[src/rtl/fft_frame_arbiter.sv]
// Round-robin frame arbiter sharing one SDF FFT between two sample sources.
// Also tags each frame leaving the FFT with the id of the requester that produced it.
module fft_frame_arbiter #(
  parameter int unsigned INTEGER_SIZE = 8,
  parameter int unsigned FRACT_SIZE   = 8,
  parameter int unsigned NFFT         = 128,
  parameter int unsigned TAG_DEPTH    = 4
) (
  input  logic                                clk,
  input  logic                                rst,
  input  logic                                req0,
  input  logic                                req1,
  input  logic [INTEGER_SIZE+FRACT_SIZE-1:0]  in0_r,
  input  logic [INTEGER_SIZE+FRACT_SIZE-1:0]  in0_i,
  input  logic [INTEGER_SIZE+FRACT_SIZE-1:0]  in1_r,
  input  logic [INTEGER_SIZE+FRACT_SIZE-1:0]  in1_i,
  output logic                                grant0,
  output logic                                grant1,
  output logic                                start_FFT,
  output logic [INTEGER_SIZE+FRACT_SIZE-1:0]  fft_in_r,
  output logic [INTEGER_SIZE+FRACT_SIZE-1:0]  fft_in_i,
  input  logic                                data_valid_FFT,
  output logic                                out_tag,
  output logic                                out_last,
  output logic                                tag_err
);

  localparam int unsigned DW = INTEGER_SIZE + FRACT_SIZE;
  localparam int unsigned CW = $clog2(NFFT);
  localparam int unsigned PW = $clog2(TAG_DEPTH);
  localparam logic [CW-1:0] CntMax  = CW'(NFFT - 1);
  localparam logic [PW:0]   TagFull = (PW+1)'(TAG_DEPTH);

  typedef enum logic [0:0] {StIdle, StStream} state_e;

  state_e        state_q, state_d;
  logic [CW-1:0] in_cnt_q, in_cnt_d;
  logic [CW-1:0] out_cnt_q, out_cnt_d;
  logic          grant0_q, grant0_d;
  logic          grant1_q, grant1_d;
  logic          start_q, start_d;
  logic          last_q, last_d;
  logic          tag_err_q, tag_err_d;
  logic [PW:0]   count_q, count_d;
  logic [PW-1:0] wr_ptr_q, rd_ptr_q;
  logic          tag_mem_q [TAG_DEPTH];

  logic fifo_empty, fifo_full, beat, pop, push;
  logic sel, eligible, frame_end, start_frame;

  assign fifo_empty = (count_q == '0);
  assign fifo_full  = (count_q == TagFull);
  // Beats arriving with no outstanding frame are dropped, not counted.
  assign beat       = data_valid_FFT && !fifo_empty;
  assign pop        = beat && (out_cnt_q == CntMax);

  assign sel         = (req0 && req1) ? ~last_q : req1;
  assign eligible    = (req0 || req1) && (!fifo_full || pop);
  assign frame_end   = (state_q == StStream) && (in_cnt_q == CntMax);
  assign start_frame = eligible && ((state_q == StIdle) || frame_end);
  assign push        = start_frame;

  always_comb begin
    state_d  = state_q;
    in_cnt_d = in_cnt_q;
    grant0_d = grant0_q;
    grant1_d = grant1_q;
    start_d  = 1'b0;
    last_d   = last_q;
    if (start_frame) begin
      state_d  = StStream;
      in_cnt_d = '0;
      grant0_d = ~sel;
      grant1_d = sel;
      start_d  = 1'b1;
      last_d   = sel;
    end else if (frame_end) begin
      state_d  = StIdle;
      in_cnt_d = '0;
      grant0_d = 1'b0;
      grant1_d = 1'b0;
    end else if (state_q == StStream) begin
      in_cnt_d = in_cnt_q + CW'(1);
    end
  end

  always_comb begin
    out_cnt_d = out_cnt_q;
    count_d   = count_q;
    tag_err_d = tag_err_q | (data_valid_FFT && fifo_empty);
    if (beat) begin
      out_cnt_d = pop ? '0 : out_cnt_q + CW'(1);
    end
    unique case ({push, pop})
      2'b10:   count_d = count_q + (PW+1)'(1);
      2'b01:   count_d = count_q - (PW+1)'(1);
      default: count_d = count_q;
    endcase
  end

  always_ff @(posedge clk) begin
    if (rst) begin
      state_q   <= StIdle;
      in_cnt_q  <= '0;
      out_cnt_q <= '0;
      grant0_q  <= 1'b0;
      grant1_q  <= 1'b0;
      start_q   <= 1'b0;
      last_q    <= 1'b0;
      tag_err_q <= 1'b0;
      count_q   <= '0;
      wr_ptr_q  <= '0;
      rd_ptr_q  <= '0;
    end else begin
      state_q   <= state_d;
      in_cnt_q  <= in_cnt_d;
      out_cnt_q <= out_cnt_d;
      grant0_q  <= grant0_d;
      grant1_q  <= grant1_d;
      start_q   <= start_d;
      last_q    <= last_d;
      tag_err_q <= tag_err_d;
      count_q   <= count_d;
      if (push) wr_ptr_q <= wr_ptr_q + PW'(1);
      if (pop)  rd_ptr_q <= rd_ptr_q + PW'(1);
    end
  end

  always_ff @(posedge clk) begin
    if (rst) begin
      for (int i = 0; i < int'(TAG_DEPTH); i++) tag_mem_q[i] <= 1'b0;
    end else if (push) begin
      tag_mem_q[wr_ptr_q] <= sel;
    end
  end

  assign grant0    = grant0_q;
  assign grant1    = grant1_q;
  assign start_FFT = start_q;
  assign tag_err   = tag_err_q;
  assign out_last  = pop;
  assign out_tag   = fifo_empty ? 1'b0 : tag_mem_q[rd_ptr_q];
  assign fft_in_r  = grant0_q ? in0_r : (grant1_q ? in1_r : DW'(0));
  assign fft_in_i  = grant0_q ? in0_i : (grant1_q ? in1_i : DW'(0));

endmodule

[config.mk]
export PLATFORM = sky130hd
export DESIGN_NAME = fft_frame_arbiter
export DESIGN_NICKNAME = d
export VERILOG_FILES = /design/src/rtl/fft_frame_arbiter.sv
export SDC_FILE = /design/constraint.sdc
export NUM_CORES = 1
export LEC_CHECK = 0
export ABC_CLOCK_PERIOD_IN_PS = 3700
export BUFFER_PORTS_ARGS = -buffer_cell sky130_fd_sc_hd__buf_2
export CAP_MARGIN = 20
export CORE_MARGIN = 2
export CORE_UTILIZATION = 29
export DETAILED_ROUTE_END_ITERATION = 7
export GPL_TIMING_DRIVEN = 0
export PLACE_DENSITY = 0.65
export SLEW_MARGIN = 20
export SYNTH_ARGS = -nofsm -noshare
export SYNTH_HDL_FRONTEND = slang
export SYNTH_SLANG_ARGS = --single-unit
[constraint.sdc]
create_clock -name clk -period 3.7 [get_ports clk]
set_clock_uncertainty 0.05 [all_clocks]
set_input_delay 0.925 -clock clk [delete_from_list [all_inputs] [get_ports clk]]
set_output_delay 0.925 -clock clk [all_outputs]
set_load 0.02 [all_outputs]
==> results.sh <==
export IMPL_grt_pass1_wl_mm=8.13
export IMPL_min_path_type="flop to flop"
export IMPL_clkTransAtPathRegs_ps=60
export IMPL_route_detailed_drc=0
export IMPL_yosys_cell_count_top_type="a22o_1"
export IMPL_grt_pass1_vias=1763
export IMPL_crit_path_end_kind="flop"
export IMPL_numCtsBuffers=5
export IMPL_die_y_um=83.6
export IMPL_cellPowerDensity_nw_per_um2=375
export IMPL_die_area_sq_um=7000
export IMPL_status="finished, final reports clean"
export IMPL_rsz0062_at_grt="false"
export IMPL_drv_slew=0
export IMPL_drt_iter0_drc=42
export IMPL_detail_route_antenna_nets=0
export IMPL_drive_above_1_share_pct=38.5
export IMPL_leakagePower_nw=1.14
export IMPL_overflow=0
export IMPL_port_buffers=106
export IMPL_synth_edf_count=4
export IMPL_vias=1858
export IMPL_relSlewSlack_pct=64.6
export IMPL_synth_distinct_cells=43
export IMPL_cts_htree_levels=2
export IMPL_syn_to_final_growth_pct=39.0
export IMPL_crit_type="primary input to flop"
export IMPL_clock_sinks=33
export IMPL_die_w_um=83.6
export IMPL_min_period_over_period_pct=84.0
export IMPL_netlist_area_leader_share_pct=31.6
export IMPL_r2r_worst_path_cells=11
export IMPL_whs_path_depth=2
export IMPL_ys_flop_type="dfxtp_1"
export IMPL_routed_wl_mm=4.84
export IMPL_setup_viol=0
export IMPL_dp_hpwl_mm=3.83
export IMPL_core_area_sq_um=6240
export IMPL_async_flop_share_pct=0
export IMPL_synth_seq_area_share_pct=38.1
export IMPL_syn_num_nets=276
export IMPL_syn_inst=203
export IMPL_root_buffer="clkbuf_8"
export IMPL_diodes=0
export IMPL_gp_congestion=0.788
export IMPL_postCtsHoldBufs=0
export IMPL_post_drt_wl_per_cell_um=12.3
export IMPL_drv_cap=0
export IMPL_ir_worst_vdd_mv=0.254
export IMPL_grt_util_all_layers_pct=13.9
export IMPL_yosys_area_top_type="dfxtp_1"
export IMPL_fin_crit_ps=3110
export IMPL_ioPinCount=107
export IMPL_cts_resized=0
export IMPL_syn_area_per_cell_sq_um=9.06
export IMPL_reg2reg_slack_ps=830
export IMPL_clk_latency_ps=280
export IMPL_firstDrtPassIters=4
export IMPL_finalPower_uw=959
export IMPL_placementRows=29
export IMPL_syn_cell_area_sq_um=1840
export IMPL_ys_seq_elements=33
export IMPL_start_util_pct=29.5
export IMPL_cp_data_required_time_ps=3860
export IMPL_hold_viol_final=0
export IMPL_clock_fmax_ghz=0.322
export IMPL_grt_max_degree=11
export IMPL_viasPerCell=4.72
export IMPL_worstMarginPinSlew_ps=530
export IMPL_cp_max_fo=10
export IMPL_synth_common_cells="a22o_1 (32), dfxtp_1 (29), nor2_1 (21)"
export IMPL_clockBufferDepth=2
export IMPL_nNetsFinal=389
export IMPL_antenna_found_initial=0
export IMPL_setup_tns_ps=0
export IMPL_cp_data_arrival_time_ps=3270
export IMPL_tritoncts="done"
export IMPL_yosysWarnings=0
export IMPL_post_cts_setup_buffer_count=0
export IMPL_worst_setup_path_start_kind="primary input"
export IMPL_yosys_top_cells_area="dfxtp_1 (32%), a22o_1 (15%), edfxtp_1 (6.5%)"
through the flow:
stage	hold WS [ps]	instance area (sq um)	std cells	setup WS, ps	util (%)
after floorplan	435	1840	203	710	-
after global placement	394	2470	386	332	39.5
after detailed placement	418	2470	386	288	39.5
after CTS	433	2560	394	574	41.0
after global routing	466	2560	394	419	41.0
final	423	2560	394	591	41.0
layout by cell type, fill, tap and decap left out, drive strengths merged, types with 4 or more instances in the layout:
cell,netlist,layout
buf,2,108
a22o,32,32
dfxtp,29,29
nor2,21,21
clkbuf,9,17
nor3,15,15
nand2,14,14
xnor2,10,10
inv,8,8
o21ai,7,7
xor2,5,5
a21oi,5,5
nor2b,4,4
edfxtp,4,4
critical path, stage by stage:
cell	delay, ps
buf_2	110
o31ai_2	110
or3_4	440
a211oi_4	500
inv_4	150
ha_1	260
inv_1	70
fa_1	170
xor2_1	70
or3_1	300
a21oi_1	140
state kept, by name (all words and copies together), names as in the netlist, named ones only:
signal / count
count_q: 3
grant0: 1
grant1: 1
in_cnt_q: 7
last_q: 1
out_cnt_q: 7
rd_ptr_q: 2
start_FFT: 1
state_q: 1
tag_err: 1
tag_mem_q: 4
wr_ptr_q: 2
where the power goes:
group | leakage [nW] | internal [mW] | switching, mW | total [mW]
registers | 0.278 | 0.384 | 0.0213 | 0.405
clock network | 0.0455 | 0.151 | 0.119 | 0.271
logic | 0.814 | 0.121 | 0.162 | 0.283
total | 1.14 | 0.657 | 0.303 | 0.959
logic make-up (layout without fill, tap and decap cells):
| group | count (synthesis) | count (layout) | share of synthesized area [%] |
|---|---|---|---|
| muxes | 6 | 6 | 4.15 |
| adders and majority gates | 4 | 4 | 3.13 |
| and+or+nand+nor | 69 | 69 | 18.3 |
| AOI/OAI and AO/OA | 56 | 56 | 25.0 |
| DFF | 33 | 33 | 38.1 |
| xor gates and xnor gates | 15 | 15 | 7.14 |
| buffers and inverters | 20 | 134 | 4.22 |
cell type report:
| class | count | area [sq um] |
|---|---|---|
| buffer | 11 | 41.3 |
| clock buffer | 8 | 90.1 |
| fill | 649 | 3680 |
| inverter | 9 | 36.3 |
| multi-input combinational | 150 | 1060 |
| sequential | 33 | 701 |
| tap | 77 | 96.3 |
| timing repair buffer | 106 | 531 |
final timing paths:
kind | startpoint | to
hold reg to reg | tag_err | tag_err
setup / recovery | data_valid_FFT | count_q[2]
setup reg to reg | out_cnt_q[0] | count_q[2]
hold / removal | tag_err | tag_err
per-layer routing:
layer / vias up / track usage [%] / wire length (um)
li1: 972 / - / -
met1: 828 / 18.0 / 2150
met2: 54 / 22.8 / 2340
met3: 4 / 3.76 / 311
met4: 0 / 4.11 / 47
met5: - / 0 / 0
(Power assumes the default switching activity.)
